**src/rtl/stage_4.sv**
```systemverilog
// MIPS execute stage: ALU, branch target, dest select, 32-cycle shift-add multiply, EX/MEM register.
// Latency 1 cycle (multiply 33); busy stalls upstream while a multiply is in progress; flush inserts a bubble.
module stage_4 (
   input  logic        clk,
   input  logic        rst_n,
   input  logic [31:0] PC,
   input  logic        reg_dest,
   input  logic        alu_src,
   input  logic        mem_to_reg,
   input  logic        reg_write,
   input  logic        mem_read,
   input  logic        mem_write,
   input  logic        branch,
   input  logic        alu0,
   input  logic        alu1,
   input  logic [4:0]  rt,
   input  logic [4:0]  rd,
   input  logic [15:0] imidiate,
   input  logic [5:0]  funct_code,
   input  logic [31:0] data_out1,
   input  logic [31:0] data_out2,
   input  logic        flush,
   output logic        busy,
   output logic [31:0] new_PC,
   output logic [31:0] new_alu_result,
   output logic        new_zero,
   output logic [31:0] new_write_data,
   output logic [4:0]  new_rd,
   output logic        new_mem_to_reg,
   output logic        new_reg_write,
   output logic        new_mem_read,
   output logic        new_mem_write,
   output logic        new_branch
);

   localparam logic [5:0] F_MULT = 6'h18;
   localparam logic [5:0] F_ADD  = 6'h20;
   localparam logic [5:0] F_SUB  = 6'h22;
   localparam logic [5:0] F_AND  = 6'h24;
   localparam logic [5:0] F_OR   = 6'h25;
   localparam logic [5:0] F_NOR  = 6'h27;
   localparam logic [5:0] F_SLT  = 6'h2A;

   typedef enum logic {IDLE, MUL} state_t;

   state_t      state_q, state_d;
   logic [4:0]  cnt_q, cnt_d;
   logic [31:0] acc_q, acc_d;
   logic [31:0] mcand_q, mcand_d;
   logic [31:0] mplier_q, mplier_d;

   logic [31:0] pc_q, res_q, wd_q;
   logic        zero_q;
   logic [4:0]  rd_q;
   logic        m2r_q, rw_q, mr_q, mw_q, br_q;

   logic [31:0] imm_ext, op_a, op_b, alu_res, mul_final, result;
   logic        is_mult, bubble;

   assign imm_ext = {{16{imidiate[15]}}, imidiate};
   assign op_a    = data_out1;
   assign op_b    = alu_src ? imm_ext : data_out2;
   assign is_mult = alu1 && !alu0 && (funct_code == F_MULT);

   always_comb begin
      alu_res = '0;
      case ({alu1, alu0})
         2'b01: alu_res = op_a - op_b;
         2'b10: begin
            case (funct_code)
               F_ADD:   alu_res = op_a + op_b;
               F_SUB:   alu_res = op_a - op_b;
               F_AND:   alu_res = op_a & op_b;
               F_OR:    alu_res = op_a | op_b;
               F_NOR:   alu_res = ~(op_a | op_b);
               F_SLT:   alu_res = ($signed(op_a) < $signed(op_b)) ? 32'd1 : 32'd0;
               default: alu_res = '0;
            endcase
         end
         default: alu_res = op_a + op_b;
      endcase
   end

   // Last partial product is folded in combinationally so the result lands on the 33rd edge.
   assign mul_final = acc_q + (mplier_q[0] ? mcand_q : 32'd0);
   assign result    = (state_q == MUL) ? mul_final : alu_res;

   assign busy   = !flush && (((state_q == IDLE) && is_mult) ||
                              ((state_q == MUL) && (cnt_q != 5'd31)));
   assign bubble = flush || busy;

   always_comb begin
      state_d  = state_q;
      cnt_d    = cnt_q;
      acc_d    = acc_q;
      mcand_d  = mcand_q;
      mplier_d = mplier_q;
      if (flush) begin
         state_d = IDLE;
      end else begin
         case (state_q)
            IDLE: begin
               if (is_mult) begin
                  state_d  = MUL;
                  mcand_d  = op_a;
                  mplier_d = op_b;
                  acc_d    = '0;
                  cnt_d    = '0;
               end
            end
            MUL: begin
               acc_d    = mul_final;
               mcand_d  = {mcand_q[30:0], 1'b0};
               mplier_d = {1'b0, mplier_q[31:1]};
               cnt_d    = cnt_q + 5'd1;
               if (cnt_q == 5'd31) state_d = IDLE;
            end
            default: state_d = IDLE;
         endcase
      end
   end

   always_ff @(posedge clk or negedge rst_n) begin
      if (!rst_n) begin
         state_q  <= IDLE;
         cnt_q    <= '0;
         acc_q    <= '0;
         mcand_q  <= '0;
         mplier_q <= '0;
      end else begin
         state_q  <= state_d;
         cnt_q    <= cnt_d;
         acc_q    <= acc_d;
         mcand_q  <= mcand_d;
         mplier_q <= mplier_d;
      end
   end

   // EX/MEM register: a bubble clears control only; data fields hold.
   always_ff @(posedge clk or negedge rst_n) begin
      if (!rst_n) begin
         pc_q   <= '0;
         res_q  <= '0;
         wd_q   <= '0;
         zero_q <= 1'b0;
         rd_q   <= '0;
         m2r_q  <= 1'b0;
         rw_q   <= 1'b0;
         mr_q   <= 1'b0;
         mw_q   <= 1'b0;
         br_q   <= 1'b0;
      end else if (bubble) begin
         m2r_q <= 1'b0;
         rw_q  <= 1'b0;
         mr_q  <= 1'b0;
         mw_q  <= 1'b0;
         br_q  <= 1'b0;
      end else begin
         pc_q   <= PC + {imm_ext[29:0], 2'b00};
         res_q  <= result;
         wd_q   <= data_out2;
         zero_q <= (result == 32'd0);
         rd_q   <= reg_dest ? rd : rt;
         m2r_q  <= mem_to_reg;
         rw_q   <= reg_write;
         mr_q   <= mem_read;
         mw_q   <= mem_write;
         br_q   <= branch;
      end
   end

   assign new_PC         = pc_q;
   assign new_alu_result = res_q;
   assign new_zero       = zero_q;
   assign new_write_data = wd_q;
   assign new_rd         = rd_q;
   assign new_mem_to_reg = m2r_q;
   assign new_reg_write  = rw_q;
   assign new_mem_read   = mr_q;
   assign new_mem_write  = mw_q;
   assign new_branch     = br_q;

endmodule

```
**config.mk**
```make
export PLATFORM = sky130hd
export DESIGN_NAME = stage_4
export DESIGN_NICKNAME = d
export VERILOG_FILES = /design/src/rtl/stage_4.sv
export SDC_FILE = /design/constraint.sdc
export NUM_CORES = 1
export LEC_CHECK = 0
export BUFFER_PORTS_ARGS = -buffer_cell sky130_fd_sc_hd__buf_2
export CORE_ASPECT_RATIO = 0.5
export CORE_MARGIN = 2
export CORE_UTILIZATION = 35
export CTS_CLUSTER_SIZE = 8
export DETAILED_ROUTE_END_ITERATION = 10
export SYNTH_ARGS = -nofsm -noshare
export SYNTH_HDL_FRONTEND = slang
export SYNTH_SLANG_ARGS = --single-unit
export TNS_END_PERCENT = 20
```
**constraint.sdc**
```tcl
create_clock -name clk -period 5 [get_ports clk]
set_input_delay 1 -clock clk [delete_from_list [all_inputs] [get_ports clk]]
set_output_delay 1 -clock clk [all_outputs]
set_load 0.02 [all_outputs]
```
# After elaboration in Yosys (flattened, before gate mapping)
# Index checks and enable logic that the tools add are counted.
# word_totals
ff_bits	209
out_inout_bits	108
wordCells	73
# classes
n_addsub	5
n_lt_le_gt_ge	1
eq_ne	12
n_mux	24
bitwise_logic	5
reduce_logical	11
# ops
operator	n
one-hot mux 32 bit (2 select lines)	4
two-way mux 32 bit	6
one-hot mux 32 bit (6 select lines)	1
adder 32 bit	3
equality test 6 bit (second input constant)	6
bitwise AND 32 bit	1
zero test 32 bit	1
< comparator 32 bit	1
inverter 32 bit	1
bitwise OR 32 bit	1
subtractor 32 bit	1
two-way mux 5 bit	2
one-hot mux 5 bit (2 select lines)	1
two-way mux 1 bit	9
equality test 6 x 5 -> 1 bit (second input constant)	1
adder 5 x 1 -> 5 bit (second input constant)	1
equality test 5 bit (second input constant)	1
logical AND 1 bit	5
!= test 5 bit (second input constant)	1
equality test 2 x 1 -> 1 bit (second input constant)	1
equality test 2 bit (second input constant)	1
zero test 1 bit	2
logical OR 1 bit	2
!= test 2 bit (second input constant)	1
3 further kinds	4

# Depth between registers and ports, before layout
# logic_depth
depth_word	8
ltp_mapped	18
depth_no_buf	16

# Least setup slack after synthesis
# OpenSTA, ideal clock, no wires.
# synth_timing
path_kind	input to register
from	in alu_src
to	reg zero_q (netlist: new_zero)
arrival_ps	5372
t_required_ps	4934
path_slack_ps	-438
cell_stages	15
n_path_buf	3
cell_sequence	clkbuf_1 -> clkbuf_1 -> mux2i_1 -> ha_1 -> buf_6 -> or4_4 -> nor4_4 -> a31oi_4 -> a311oi_4 -> a31oi_1 -> a21o_1 -> o311a_1 -> a2111oi_2 -> and4_1 -> a32o_2
# synth_between
elab_chain_cells	7
elab_cells_between_ends	12
# synth_rtl
item	line_no	source
start: declaration	8	input logic alu_src,
two-way mux 32 bit (*)	62	assign op_b = alu_src ? imm_ext : data_out2;
< comparator 32 bit / bitwise OR 32 bit (equally long branches)	76, 74, 75	
two-way mux 1 bit / inverter 32 bit (equally long branches)	76, 75	
one-hot mux 32 bit (6 select lines)	70	case (funct_code)
one-hot mux 32 bit (2 select lines) (*)	67	case ({alu1, alu0})
two-way mux 32 bit (*)	86	assign result = (state_q == MUL) ? mul_final : alu_res;
zero test 32 bit (*)	162	zero_q <= (result == 32'd0);
end signal: assignment	162	
end: declaration	53	logic zero_q;
# Mark *: on every way between the ends. The rest lies on a longest branch, timed or not.
# A chain may end at the register's enable or synchronous reset.

# Worst setup path in the final report
# Same ends and word-level chain as after synthesis.

==> summary.md <==
• false — RSZ-0062 raised after global routing
• 18180 — vias after detailed routing
• finished, final reports clean — outcome
• new_zero — end of the worst register-to-register path
• input pin — category of the worst setup path launch point
• 0.02234 mm^2 — final design area excluding fillers
• 58 — row count
• 35.76% — initial core utilization
• input pin to asynchronous set/reset pin — worst hold-check path type
• 0.9839 — gpl congestion
• 0 — number of max-capacitance violations reported
• 14 — cell depth of the worst flop-to-flop path
• 0.1646 ns — Final WS setup
• 4 — number of antenna violations at the first check in global routing
• 165.0 um — vertical die dimension
• 0.70 ns — setup slack of the worst register-to-register path
• 103.6 mm — wire length of the first global-routing pass
• 326.0 um — width of the die
• 0.05378 mm^2 — die footprint
• 0.8653 ns — Worst Max-Slew Pin Slew
• 20.63 um — drt wl/cell
• 337 x sky130_fd_sc_hd__nand2_1, 209 x sky130_fd_sc_hd__dfrtp_1, 204 x sky130_fd_sc_hd__o21ai_0 — leading post-synthesis cells by instance count
• 170 — pin count of the biggest net entering global routing
• mcand_q[0] — reg2reg start
• flip-flop — critical path endpoint category
• 0.06 ns — CTS clk-pin slew, worst paths
• 23.14% — area overhead of the layout relative to synthesis
• input pin to flip-flop — startpoint-to-endpoint class of the critical path
• 4.835 ns — minimum clock period
• 1 — level count of the clock H-tree
• 8.138 um^2 — Avg Inst Size Synth
• built — TritonCTS clock tree
• sky130_fd_sc_hd__dfrtp_1 29%, sky130_fd_sc_hd__ha_1 12%, sky130_fd_sc_hd__nand2_1 7.0% — top post-synthesis cells by area
• 0.2011 mV — Max VDD drop
• 247 — IO buf count
• 28.83% — fraction of synthesized cell area taken by the top area cell type
• sky130_fd_sc_hd__nand2_1 — most frequent cell after synthesis
• 21.17% — fraction of final layout cells sized beyond drive strength 1
• new_zero — crit path to
• 0 — global-route congestion overflow total
• 54.61 mm — total half-perimeter wirelength after legalization and detailed placement
• 0.02346 ns — worst clock skew
• 0 — number of buffers inserted by post-CTS setup repair
• 0 — # hold bufs at CTS
• alu_src — critical path launch point
• 0.4582 ns — Hold Worst Slack
• 10.86 nW — static leakage power
• 0 — Final Hold Violating Endpoints
• 68.45 mm — final WL
• 100.0% — share of flip-flops with an asynchronous set or reset
• 206.8 MHz — Achievable Freq
• 89 — Netlist cell types
• 5 — First-pass DRT Iterations
• 28.83% — post-synthesis sequential area ratio
• 0 — setup-violating endpoint count in the final report
• 0.01814 mm^2 — Post-Synthesis Cell Area
• 0 — count of flip-flops with a built-in enable after synthesis
• 3 — deepest clock path buffer count
• 272.4 mW/mm^2 — Pwr per Cell Area
• 248 — IO Count
• 0.58 ns — clock latency on the worst-skew pair
• 13 — crit-path max FO
• 2550 — Post-Syn Nets
• 30 — total CTS buffers
• 1626 — DRC marker count from the first detailed-route iteration
• 0 — warning count from the yosys run
• 17120 — vias in the first global route
• 6.085 mW — post-layout power
• -0.2760 ns — worst slack after detailed placement
• 42.32% — slew margin rel.
• 0 ns — sum of negative setup slack
• 5.480 — via/cell ratio
• sky130_fd_sc_hd__dfrtp_1 — cell taking the most area after synthesis
• 2943 — net count reported at finish
• 0.05073 mm^2 — Core Footprint
• 209 — flip-flop and latch count after synthesis
• 96.71% — final critical-path share of the clock period
• sky130_fd_sc_hd__clkbuf_16 — root buffer selected by CTS
• 0 — drc violations
• 24.85% — GRT Overall Usage
• 2229 — gate count after technology mapping
• 0 — number of nets still failing antenna checks after routing
• 209 — number of clock sinks seen by CTS
• 5.50 ns — required time of the critical path
• sky130_fd_sc_hd__dfrtp_1 — most common flop cell mapped by yosys
• 5.33 ns — critical path data arrival time
• 0 — max-slew violation count
• 0.02151 mm^2 — post-place instance area
• 0 — Resize count post-CTS
worst min path at each step:
stage | cells past startpoint | from | slack [ns] | end
5_1_grt | 2 | new_PC[6] | 0.49 | new_PC[6]
6_report | 1 | rst_n | 0.46 | new_write_data[13]
2_1_floorplan | 2 | mplier_q[31] | 0.45 | mplier_q[31]
3_3_place_gp | 2 | new_alu_result[3] | 0.45 | new_alu_result[3]
4_1_cts | 1 | rst_n | 0.47 | new_write_data[11]
3_5_place_dp | 2 | new_write_data[13] | 0.46 | new_write_data[13]
where the power goes:
part	total, mW	internal [mW]	switching, mW
sequential	1.99	1.88	0.110
combinational	2.20	0.896	1.31
clock	1.90	1.13	0.771
area by class of cell:
class                      count  area, um^2
timing repair buffer         475        3033
multi-input combinational   1783       11920
antenna                        2       5.005
fill                        5133       28390
clock buffer                  36       824.5
sequential                   209        5234
tap                          690       863.3
inverter                     123       461.7
layout by cell type, fill, tap and decap left out, types with 58 or more instances in the layout:
master / n
sky130_fd_sc_hd__xnor2_1: 85
sky130_fd_sc_hd__nor2_1: 130
sky130_fd_sc_hd__inv_1: 122
sky130_fd_sc_hd__a21oi_1: 149
sky130_fd_sc_hd__dfrtp_1: 208
sky130_fd_sc_hd__mux2i_1: 58
sky130_fd_sc_hd__ha_1: 177
sky130_fd_sc_hd__buf_2: 246
sky130_fd_sc_hd__nand2_1: 337
sky130_fd_sc_hd__o21ai_0: 204
sky130_fd_sc_hd__buf_4: 222
stage by stage:
step | cells | utilization [%]
2_1_floorplan | 2229 | -
3_5_place_dp | 3280 | 42.40
3_3_place_gp | 3280 | 42.40
5_1_grt | 3318 | 44.04
6_report | 3318 | 44.04
4_1_cts | 3316 | 44.03
critical path, stage by stage:
cell                        delay [ns]
sky130_fd_sc_hd__buf_2            0.17
sky130_fd_sc_hd__buf_12           0.18
sky130_fd_sc_hd__mux2i_1          0.19
sky130_fd_sc_hd__buf_4            0.15
sky130_fd_sc_hd__ha_1             0.23
sky130_fd_sc_hd__a2111oi_0        0.42
sky130_fd_sc_hd__o21ai_1          0.25
sky130_fd_sc_hd__and4_1           0.23
sky130_fd_sc_hd__nor4_1           0.61
sky130_fd_sc_hd__o21a_1           0.23
sky130_fd_sc_hd__buf_4            0.11
sky130_fd_sc_hd__mux2_2           0.31
sky130_fd_sc_hd__nor4_1           0.26
sky130_fd_sc_hd__buf_4            0.18
sky130_fd_sc_hd__o21ai_0          0.11
sky130_fd_sc_hd__a2111oi_2        0.22
sky130_fd_sc_hd__and4_1           0.28
sky130_fd_sc_hd__a32o_2           0.18
kinds of logic after synthesis:
kind of cell	share of synthesized area, %
AND/OR/NAND/NOR	18.81
AO/OA/AOI/OAI	24.84
buffers and inverters	5.642
flip-flops	28.83
adder cells (fa/ha/maj)	12.65
XOR/XNOR	5.483
multiplexers	3.745
metal layers:
metal / track usage (%) / routed length (um) / vias to the layer above
met5: 0 / 0 / -
met4: 5.781 / 1494 / 0
met3: 5.225 / 5624 / 90
li1: - / - / 8733
met2: 37.79 / 29230 / 654
met1: 35.86 / 32110 / 8704
Note: power is estimated with default switching activity, not from simulation.
